[src/rtl/cpu_isa_pkg.sv]
// Shared ISA definitions for the 16-bit instruction encoder and decoder.
package cpu_isa_pkg;

  // Opcode field values [15:13]
  localparam logic [2:0] OPC_MOV = 3'b110;
  localparam logic [2:0] OPC_ALU = 3'b101;
  localparam logic [2:0] OPC_LDR = 3'b011;
  localparam logic [2:0] OPC_STR = 3'b100;

  // Op / ALUop field values [12:11]
  localparam logic [1:0] OP_ADD  = 2'b00;
  localparam logic [1:0] OP_CMP  = 2'b01;
  localparam logic [1:0] OP_AND  = 2'b10;
  localparam logic [1:0] OP_MVN  = 2'b11;
  localparam logic [1:0] OP_MOVI = 2'b10;
  localparam logic [1:0] OP_MOVR = 2'b00;
  localparam logic [1:0] OP_MEM  = 2'b00;

  // Least-significant bit of each field in the instruction word
  localparam int OPC_LSB = 13;
  localparam int OP_LSB  = 11;
  localparam int RN_LSB  = 8;
  localparam int RD_LSB  = 5;
  localparam int SH_LSB  = 3;
  localparam int RM_LSB  = 0;

  // Field-level encode request
  typedef struct packed {
    logic [2:0] opcode;
    logic [1:0] op;
    logic [2:0] rn;
    logic [2:0] rd;
    logic [2:0] rm;
    logic [1:0] shift;
    logic [7:0] imm;
  } enc_req_t;

  // Encode result: word is only meaningful when legal is set
  typedef struct packed {
    logic        legal;
    logic [15:0] word;
  } enc_res_t;

endpackage

[src/rtl/sync_fifo.sv]
// Single-clock FIFO with occupancy count; head word reads as zero when empty.
module sync_fifo #(
  parameter int WIDTH = 16,
  parameter int DEPTH = 4
) (
  input  logic                       clk,
  input  logic                       reset,
  input  logic                       push,
  input  logic [WIDTH-1:0]           wdata,
  input  logic                       pop,
  output logic [WIDTH-1:0]           rdata,
  output logic                       full,
  output logic                       empty,
  output logic [$clog2(DEPTH):0]     level
);

  localparam int AW = $clog2(DEPTH);

  logic [WIDTH-1:0] mem_q [DEPTH];
  logic [AW-1:0]    wr_ptr_q, rd_ptr_q;
  logic [AW:0]      level_q, level_d;
  logic             push_ok, pop_ok;

  assign full    = (level_q == (AW+1)'(DEPTH));
  assign empty   = (level_q == '0);
  // A full FIFO refuses a push even when a pop happens in the same cycle.
  assign push_ok = push & ~full;
  assign pop_ok  = pop & ~empty;
  assign rdata   = empty ? '0 : mem_q[rd_ptr_q];
  assign level   = level_q;

  // Next occupancy: push and pop together leave it unchanged
  always_comb begin
    level_d = level_q;
    case ({push_ok, pop_ok})
      2'b10:   level_d = level_q + 1'b1;
      2'b01:   level_d = level_q - 1'b1;
      default: level_d = level_q;
    endcase
  end

  // Storage write; contents need no reset since level gates the read
  always_ff @(posedge clk) begin
    if (push_ok) mem_q[wr_ptr_q] <= wdata;
  end

  // Pointers wrap naturally modulo DEPTH (power of two)
  always_ff @(posedge clk or posedge reset) begin
    if (reset) begin
      wr_ptr_q <= '0;
      rd_ptr_q <= '0;
      level_q  <= '0;
    end else begin
      if (push_ok) wr_ptr_q <= wr_ptr_q + 1'b1;
      if (pop_ok)  rd_ptr_q <= rd_ptr_q + 1'b1;
      level_q <= level_d;
    end
  end

endmodule

[src/rtl/instr_encoder.sv]
// Packs field-level requests into 16-bit ISA words, queues them, and counts illegal requests.
module instr_encoder
  import cpu_isa_pkg::*;
#(
  parameter int DEPTH = 4,
  parameter int ERRW  = 8
) (
  input  logic                    clk,
  input  logic                    reset,
  input  logic                    in_valid,
  output logic                    in_ready,
  input  logic [2:0]              in_opcode,
  input  logic [1:0]              in_op,
  input  logic [2:0]              in_rn,
  input  logic [2:0]              in_rd,
  input  logic [2:0]              in_rm,
  input  logic [1:0]              in_shift,
  input  logic [7:0]              in_imm,
  output logic                    out_valid,
  input  logic                    out_ready,
  output logic [15:0]             out_instr,
  output logic                    err,
  output logic [ERRW-1:0]         err_count,
  output logic [$clog2(DEPTH):0]  level
);

  // Encode one request; fields not used by the format stay zero.
  function automatic enc_res_t encode(input enc_req_t r);
    enc_res_t res;
    res.legal = 1'b0;
    res.word  = '0;
    res.word[OPC_LSB +: 3] = r.opcode;
    res.word[OP_LSB  +: 2] = r.op;
    case (r.opcode)
      OPC_MOV: begin
        if (r.op == OP_MOVI) begin
          res.legal               = 1'b1;
          res.word[RN_LSB +: 3]   = r.rn;
          res.word[7:0]           = r.imm;
        end else if (r.op == OP_MOVR) begin
          res.legal               = 1'b1;
          res.word[RD_LSB +: 3]   = r.rd;
          res.word[SH_LSB +: 2]   = r.shift;
          res.word[RM_LSB +: 3]   = r.rm;
        end
      end
      OPC_ALU: begin
        res.legal = 1'b1;
        // MVN has no Rn, CMP has no Rd
        if (r.op != OP_MVN) res.word[RN_LSB +: 3] = r.rn;
        if (r.op != OP_CMP) res.word[RD_LSB +: 3] = r.rd;
        res.word[SH_LSB +: 2] = r.shift;
        res.word[RM_LSB +: 3] = r.rm;
      end
      OPC_LDR, OPC_STR: begin
        // imm must be representable as a signed 5-bit value
        res.legal             = (r.op == OP_MEM) && (r.imm[7:5] == {3{r.imm[4]}});
        res.word[RN_LSB +: 3] = r.rn;
        res.word[RD_LSB +: 3] = r.rd;
        res.word[4:0]         = r.imm[4:0];
      end
      default: res.legal = 1'b0;
    endcase
    return res;
  endfunction

  enc_req_t       req;
  enc_res_t       res;
  logic           accept;
  logic           fifo_full, fifo_empty;
  logic           err_q, err_d;
  logic [ERRW-1:0] err_count_q, err_count_d;

  assign req = '{opcode: in_opcode, op: in_op, rn: in_rn, rd: in_rd,
                 rm: in_rm, shift: in_shift, imm: in_imm};
  assign res = encode(req);

  assign in_ready  = ~fifo_full;
  assign accept    = in_valid & in_ready;
  assign out_valid = ~fifo_empty;
  assign err       = err_q;
  assign err_count = err_count_q;

  sync_fifo #(
    .WIDTH (16),
    .DEPTH (DEPTH)
  ) u_fifo (
    .clk   (clk),
    .reset (reset),
    .push  (accept & res.legal),
    .wdata (res.word),
    .pop   (out_ready),
    .rdata (out_instr),
    .full  (fifo_full),
    .empty (fifo_empty),
    .level (level)
  );

  // Illegal-request pulse and saturating counter next state
  always_comb begin
    err_d       = accept & ~res.legal;
    err_count_d = err_count_q;
    if (err_d && !(&err_count_q)) err_count_d = err_count_q + 1'b1;
  end

  // Error reporting registers
  always_ff @(posedge clk or posedge reset) begin
    if (reset) begin
      err_q       <= 1'b0;
      err_count_q <= '0;
    end else begin
      err_q       <= err_d;
      err_count_q <= err_count_d;
    end
  end

endmodule
[config.mk]
export PLATFORM = sky130hd
export DESIGN_NAME = instr_encoder
export DESIGN_NICKNAME = d
export VERILOG_FILES = /design/src/rtl/cpu_isa_pkg.sv /design/src/rtl/sync_fifo.sv /design/src/rtl/instr_encoder.sv
export SDC_FILE = /design/constraint.sdc
export NUM_CORES = 1
export LEC_CHECK = 0
export CORE_MARGIN = 5
export CORE_UTILIZATION = 50
export DETAILED_ROUTE_END_ITERATION = 8
export PLACE_DENSITY = 0.75
export SLEW_MARGIN = 10
export SYNTH_ARGS = -nofsm -noshare
export SYNTH_HDL_FRONTEND = slang
export SYNTH_SLANG_ARGS = --single-unit
[constraint.sdc]
create_clock -name clk -period 4.3 [get_ports clk]
set_input_delay 1.29 -clock clk [delete_from_list [all_inputs] [get_ports clk]]
set_output_delay 1.29 -clock clk [all_outputs]
set_load 0.02 [all_outputs]
==> summary.md, run 1 <==
The synthesized flop and latch total was 80; the final setup violation count was 0. The critical setup path kind was register to primary output. The number of enable flip-flop cells after synthesis was 64.

After clock tree synthesis, the flow added hold-fix buffers numbering 0. The top cell type by total area after synthesis was sky130_fd_sc_hd__edfxtp_1. The worst pin sits at a relative slew slack of 46.65%. After detailed routing, the number of remaining DRC violations is 0.

Leaving out filler cells and counting taps, the final layout contains 383. Slew at the pin closest to its max-slew limit: 0.8002 ns. The internal power is 1836 uW, and the maximum frequency from static timing analysis is 275.9 MHz. The run gives 2 as the maximum root-to-sink buffer count. The share of synthesized area in the top cell type comes to 53.17%.

The period utilization was 84.28%. The tools report the initial DRC count as 139. The run gives 58 as the I/O pin total.

For this design the ratio of total power to cell area is 600.5 mW/mm^2. The total net switching power was 872.1 uW. The logs give 0.003615 sq mm for the netlist area before placement and 9 for the number of CTS-inserted buffers.

The final clock skew came out at 0.006911 ns. Across the run, the number of max-cap violations was 0. By area the synthesized netlist is led by sky130_fd_sc_hd__edfxtp_1, sky130_fd_sc_hd__dfrtp_1, sky130_fd_sc_hd__mux4_2. Setup total negative slack on the finished layout was measured at 0 ns. For the pin count of the biggest net entering global routing, the log shows 19. Most used flip-flop cell after synthesis: sky130_fd_sc_hd__edfxtp_1. STA classifies the critical path startpoint as a register. The clock-pin slew of the registers on the worst-case setup and hold paths was 0.08 ns. The overall routed net length came out at 6.854 mm. Setup repair after global routing left no endpoint under its margin. Routability-driven placement finished with a final weighted congestion of 0.8556.

The final hold violation count was 0. On the critical path, the stage with the largest delay is an instance of sky130_fd_sc_hd__dfrtp_1. Once the floorplan was initialized, standard cells occupied 50.65% of the core. Combinational cells account for 39.5% of the total power. The required time at the worst-slack endpoint was 3.01 ns.

The die height is 95.03 um. The run gives 4.635 mm as the post-DP HPWL. Net switching is 32.20% of the power. Global routing consumed, over all layers together, 16.57% of the routing resources. TritonCTS built the clock tree.

The clock network is responsible for 22.0% of the overall power. Compared with the post-synthesis result, the final layout area differs by 24.78%. The worst hold path belongs to the class register to register. Cells with a size suffix above 1 make up 19.37% of the layout. Total power for the finished layout comes to 2708 uW.

The root buffer selected by CTS was sky130_fd_sc_hd__clkbuf_8. After global routing the overflow that remains totals 0. The clock reaches the later pin of the worst-skew pair after 0.34 ns.

The final-report max-slew violation count came out at 0. The flow ran to the end, and the final reports show no timing, DRC or antenna violations. The number of different library cells in the post-synthesis netlist was 44. The run gives 0.007137 sq mm as the area of the core. The number of vias per cell was 5.326; the vias after detailed routing was 2,040.

Once placement completed, the tool counted placed cells totaling 367. The H-tree was split into 3 levels. In this run the worst path has a maximum fanout of 17. The final instance area is 0.004511 sq mm, and the die outline width is 95.03 um. After floorplanning, the core was divided into 31 placement rows. The average cell area after synthesis was 16.81 sq um.

The full die area is 0.009030 sq mm, and the global-route wire length before repair is 11.00 mm. Synthesis produced a netlist with a net count of 250. The routed wirelength normalized by instance count was 17.90 um; the post-synthesis async set-or-reset flop share was 20.00%.

STA classifies the critical path endpoint as a primary output. Once the clock tree was built, the resizer swapped 0 gates to a different size. The run gives 0.4974 ns as the worst hold slack after final layout. The initial antenna violation count is 0, and the post-CTS repair timing setup buffer count is 0.

The share of total power dissipated in sequential elements is 38.5%. Yosys instantiated no cell more often than sky130_fd_sc_hd__edfxtp_1. Number of sinks handled by clock tree synthesis: 80. The antenna diode count was 0. The number of warning messages in the yosys log was 0. The net count of the finished layout is 314. The analysis attributes to cell leakage a power of 0.001594 uW.

The smallest clock period supported by the final layout is computed as 3.624 ns. The number of buffer cells added on primary ports was 57. Traced cell by cell, the critical path runs through mux4_2, and2_1, clkdlybuf4s50_1. For the worst setup path, the data arrival time is 2.33 ns.

The number of global-route vias before repair is 2,118, and the maximum resistive drop on vdd is 0.3109 mV. Post-synthesis cell count: 215. Sequential elements use 64.24% of the synthesized area. The placed instances occupy a cell area of 0.004292 sq mm. The run gives 0 as the post-route antenna net violation count. Counting instances in the post-synthesis netlist gives the leading cell types as sky130_fd_sc_hd__edfxtp_1, sky130_fd_sc_hd__and2_1, sky130_fd_sc_hd__dfrtp_1, sky130_fd_sc_hd__mux4_2, sky130_fd_sc_hd__inv_1.

The stage delay of the slowest cell on the critical path works out to 0.87 ns. The detailed-routing iteration count for the pre-antenna-repair pass came out at 4.
[final timing paths]
check	from	to	slack (ns)	cells after the start
max	u_fifo.rd_ptr_q[1]$_DFFE_PP0P_	out_instr[15]	0.68	3
min	u_fifo.rd_ptr_q[0]$_DFFE_PP0P_	u_fifo.rd_ptr_q[0]$_DFFE_PP0P_	0.50	1
max reg2reg	u_fifo.level[0]$_DFFE_PP0P_	u_fifo.level[2]$_DFFE_PP0P_	1.96	10
min reg2reg	u_fifo.rd_ptr_q[0]$_DFFE_PP0P_	u_fifo.rd_ptr_q[0]$_DFFE_PP0P_	0.50	1
max in group asynchronous	reset	err_count[3]$_DFFE_PP0P_	2.59	2
min in group asynchronous	reset	err$_DFF_PP0_	1.31	2
[worst max-delay path: cells and delay by family (launching register included)]
family,cells,cell delay [ns]
multiplexers,1,0.40
buffers and inverters,1,0.54
flip-flops,1,0.87
AND/OR/NAND/NOR,1,0.18
[per-stage QoR]
stage | utilization, % | worst slack, ns
after floorplan | - | 1.137
after global placement | 60.13 | 0.4646
after detailed placement | 60.13 | 0.3773
after CTS | 63.20 | 0.6244
after global routing | 63.20 | 0.5385
final | 63.20 | 0.6758
[registers in the layout, summed over array words and instances (netlist names)]
register,cells
u_fifo.wr_ptr_q,2
u_fifo.rd_ptr_q,2
err,1
u_fifo.mem_q,64
err_count,8
u_fifo.level,3
[metal layers]
| layer | global-route usage [%] | vias to the layer above | wire length, um |
|---|---|---|---|
| met5 | 0 | - | 0 |
| met4 | 5.769 | 0 | 85 |
| met3 | 3.473 | 10 | 467 |
| met2 | 26.25 | 64 | 3300 |
| met1 | 22.92 | 1018 | 3001 |
| li1 | - | 948 | - |
[cells in the final DEF (no fill, tap or decap), types with 5 or more instances in the layout]
cell type and n:
sky130_fd_sc_hd__and2_1 17, sky130_fd_sc_hd__clkbuf_8 9, sky130_fd_sc_hd__mux4_2 16, sky130_fd_sc_hd__edfxtp_1 64
sky130_fd_sc_hd__ha_1 6, sky130_fd_sc_hd__clkdlybuf4s50_1 57, sky130_fd_sc_hd__nand4_1 6, sky130_fd_sc_hd__dfrtp_1 16
sky130_fd_sc_hd__nor2_1 5, sky130_fd_sc_hd__inv_1 10, sky130_fd_sc_hd__a22o_1 8, sky130_fd_sc_hd__xnor2_1 9
[power groups by stage]
stage | clock network (uW) | registers, uW | logic [uW]
3_3_place_gp | 0 | 1060 | 1080
5_1_grt | 651 | 1060 | 1160
4_1_cts | 610 | 1040 | 1090
3_5_place_dp | 0 | 1060 | 1090
6_report | 597 | 1040 | 1070
2_1_floorplan | 0 | 1060 | 649
[cell type report]
cell class	count	area, sq um
inverter	10	37.54
clock inverter	7	95.09
multi-input combinational	117	1207
fill	564	2626
timing repair buffer	61	600.6
tap	99	123.9
sequential	80	2322
clock buffer	9	123.9
[cell families after synthesis]
group	after synthesis	synth area share (%)
adders and majority gates	7	2.631
muxes	19	11.08
DFF	80	64.24
and+or+nand+nor	56	11.11
buffers and inverters	18	2.354
xor gates and xnor gates	13	3.150
AOI/OAI and AO/OA	22	5.435
No activity file was read; power rests on OpenSTA's default activity.
==> inputs of run 2 (changes only) <==
Settings changed: CORE_UTILIZATION 50 to 48, PLACE_DENSITY 0.75 to 0.76.
Clock period 4.3 ns to 2.9 ns, I/O delays scaled along.
==> summary.md, run 2 (synthesis gave the netlist of run 1 again) <==
The run finished with clean final reports. Leaving out fill and tap cells, the most frequent cell in the layout is sky130_fd_sc_hd__edfxtp_1. The global-route wire length before repair is 11.93 mm (+8.5%). Root buffer selected by CTS: sky130_fd_sc_hd__clkbuf_8.

Post-place instance area: 0.004557 sq mm (+6.2%). The number of buffer cells added on primary ports is 57 (unchanged), and the routed wirelength normalized by instance count is 18.01 um (+0.64%). The tools report the wire length on met1 as 3.003 mm (about the same). The worst path needs 2.800 ns of the cycle, external delays included.

The logs give 0 (unchanged) for the number of maximum-capacitance violations and 555 (-1.6%) for the count of filler cells inserted in the layout. The initial DRC count was 95 (-32%); the number of flip-flops in the largest register was 64 (unchanged). For the final-report max-slew violation count, the log shows 0 (unchanged).

Leakage power: 0.001780 uW (+12%). The power per cell area was 844.8 mW/mm^2 (+41%). The area growth from synthesis to layout is 31.40%.

The logs give 0.4862 mV (+56%) for the maximum resistive drop on vdd and 0.60 ns (-1.36 ns) for the internal reg-to-reg setup slack. For the H-tree depth reported by CTS, the log shows 3 (unchanged). The detailed-route DRC error count is 0 (unchanged), and the total placed cells including tap cells is 394 (+7.4%). For the I/O pin total, the log shows 58 (unchanged).

The final setup violation count is 0 (unchanged). TritonCTS built the clock tree. Remaining global-route overflow: 0 (unchanged). The tools report the overall routed net length as 7.366 mm (+7.5%).

The tools report the final clock skew as 0.007544 ns (+0.0006324 ns). The run gives 0 (unchanged) as the initial antenna violation count. The stage delay of the slowest cell on the critical path came out at 0.51 ns (-0.36 ns).

The maximum root-to-sink buffer count was 2 (unchanged); the routed length on met3 was 449 um (-3.9%). The area of the core is 0.007292 sq mm (+2.2%). The logs give 2.03 ns (-0.98 ns) for the required time at the worst-slack endpoint and 5 (+1) for the detailed-routing iteration count for the pre-antenna-repair pass. The signal on the critical path passes through buf_12, mux4_2, and2_1, dlygate4sd2_1.

The run gives 1.93 ns (-0.40 ns) as the worst path arrival time. The cts-stage hold buffer count is 0 (unchanged). The proportion of layout cells with a drive suffix above 1 works out to 26.13% (+6.8 points). The antenna diode count was 0 (unchanged). The overall power of the completed layout came out at 4012 uW (+48%).

In the layout the commonest cells are sky130_fd_sc_hd__edfxtp_1, sky130_fd_sc_hd__clkdlybuf4s50_1, sky130_fd_sc_hd__buf_4. For the full die area, the log shows 0.009366 sq mm (+3.7%). The run gives 16 (+16) as the number of resized instances in the post-cts repair step. The worst setup path is launched from a register.

Derived from the worst setup path, the maximum achievable clock frequency is 357.2 MHz. The logs give 16.38% (-0.19 points) for the overall global routing resource usage and 0.8152 (-4.7%) for the final weighted congestion in routability-driven placement. The type of the most critical hold path was register to register. Dividing the final minimum period by the clock period gives 96.54%. The critical path buffer and inverter count is 2 (+1), and the clock-pin slew of the registers on the worst-case setup and hold paths is 0.08 ns (about the same). The worst setup path is captured at a primary output. The post-DP HPWL was 5.360 mm (+16%); the number of global-route vias before repair was 2,324 (+9.7%).

The final instance area came out at 0.004750 sq mm (+5.3%). On the critical path the largest part of the delay comes from multiplexers. The run gives 0 (unchanged) as the post-CTS repair timing setup buffer count.

Worst max-slew margin expressed relative to the limit: 59.16% (+13 points). Cell with the biggest individual delay on the critical path: sky130_fd_sc_hd__mux4_2. The tools report the post-route antenna net violation count as 0 (unchanged). For the number of nets in the layout, the log shows 341 (+8.6%). The run gives 0.34 ns (about the same) as the worst-skew pair later-pin latency. More flip-flops sit in one register than any other, and that register is u_fifo.mem_q. The tools report the standard-cell row count as 31 (unchanged). For the worst hold slack after final layout, the log shows 0.5005 ns (+0.003119 ns).

The die height is 96.78 um (+1.8%), and the met2 wire length is 3.734 mm (+13%). The slew at the pin closest to its max-slew limit was 0.6119 ns (-0.1883 ns); the number of sinks handled by clock tree synthesis was 80 (unchanged). The starting density of the core was 49.57% (-1.1 points); the pin count of the biggest net entering global routing was 19 (unchanged). The vias after detailed routing was 2,165 (+6.1%). The maximum fanout encountered on the critical timing path was 12 (-5).

The highest signal layer in the routed design was met4. Aggregate negative setup slack: 0 ns (unchanged). The tools report the final hold violation count as 0 (unchanged). The final cell count without fillers was 409 (+6.8%). The die outline width was 96.78 um (+1.8%). Critical setup path kind: register to primary output. The run gives 9 (unchanged) as the number of CTS-inserted buffers. The number of vias per cell works out to 5.293 (-0.62%). Setup repair after global routing left no endpoint under its margin.
==> run 2: report_power, final <==
group	leakage [uW]	internal, uW	switching [uW]	total [uW]
clock network	0.000103	477	381	857
registers	0.000780	1380	121	1500
logic	0.000897	838	813	1650
==> run 2: layout make-up <==
type,instances,area (sq um),area share (%)
timing repair buffer,88,849.6,17.89
multi-input combinational,117,1207,25.42
sequential,80,2322,48.89
clock inverter,6,85.08,1.791
inverter,10,37.54,0.7903
clock buffer,9,123.9,2.608
tap,99,123.9,2.608
==> run 2: routing by layer <==
layer	up-vias	global-route usage (%)
met4	0	8.207
li1	1004	-
met3	14	3.957
met5	-	0
met1	1076	20.11
met2	71	27.02
==> run 2: metrics by stage <==
stage | utilization (%) | setup WS (ns)
floorplan | - | 0.1574
global placement | 62.49 | -0.1503
detailed placement | 62.49 | -0.2036
CTS | 65.08 | 0.04079
global route | 65.13 | 0.008188
finish | 65.13 | 0.1004
==> run 2: path summary, 6_finish.rpt <==
path | startpoint | to | cells after the start
worst max-delay path | u_fifo.rd_ptr_q[0]$_DFFE_PP0P_ | out_instr[13] | 4
worst min-delay path | err_count[7]$_DFFE_PP0P_ | err_count[7]$_DFFE_PP0P_ | 1
worst max register to register | u_fifo.level[0]$_DFFE_PP0P_ | u_fifo.level[2]$_DFFE_PP0P_ | 10
worst min register to register | err_count[7]$_DFFE_PP0P_ | err_count[7]$_DFFE_PP0P_ | 1
max in group asynchronous | reset | err_count[1]$_DFFE_PP0P_ | 2
min in group asynchronous | reset | err_count[7]$_DFFE_PP0P_ | 2
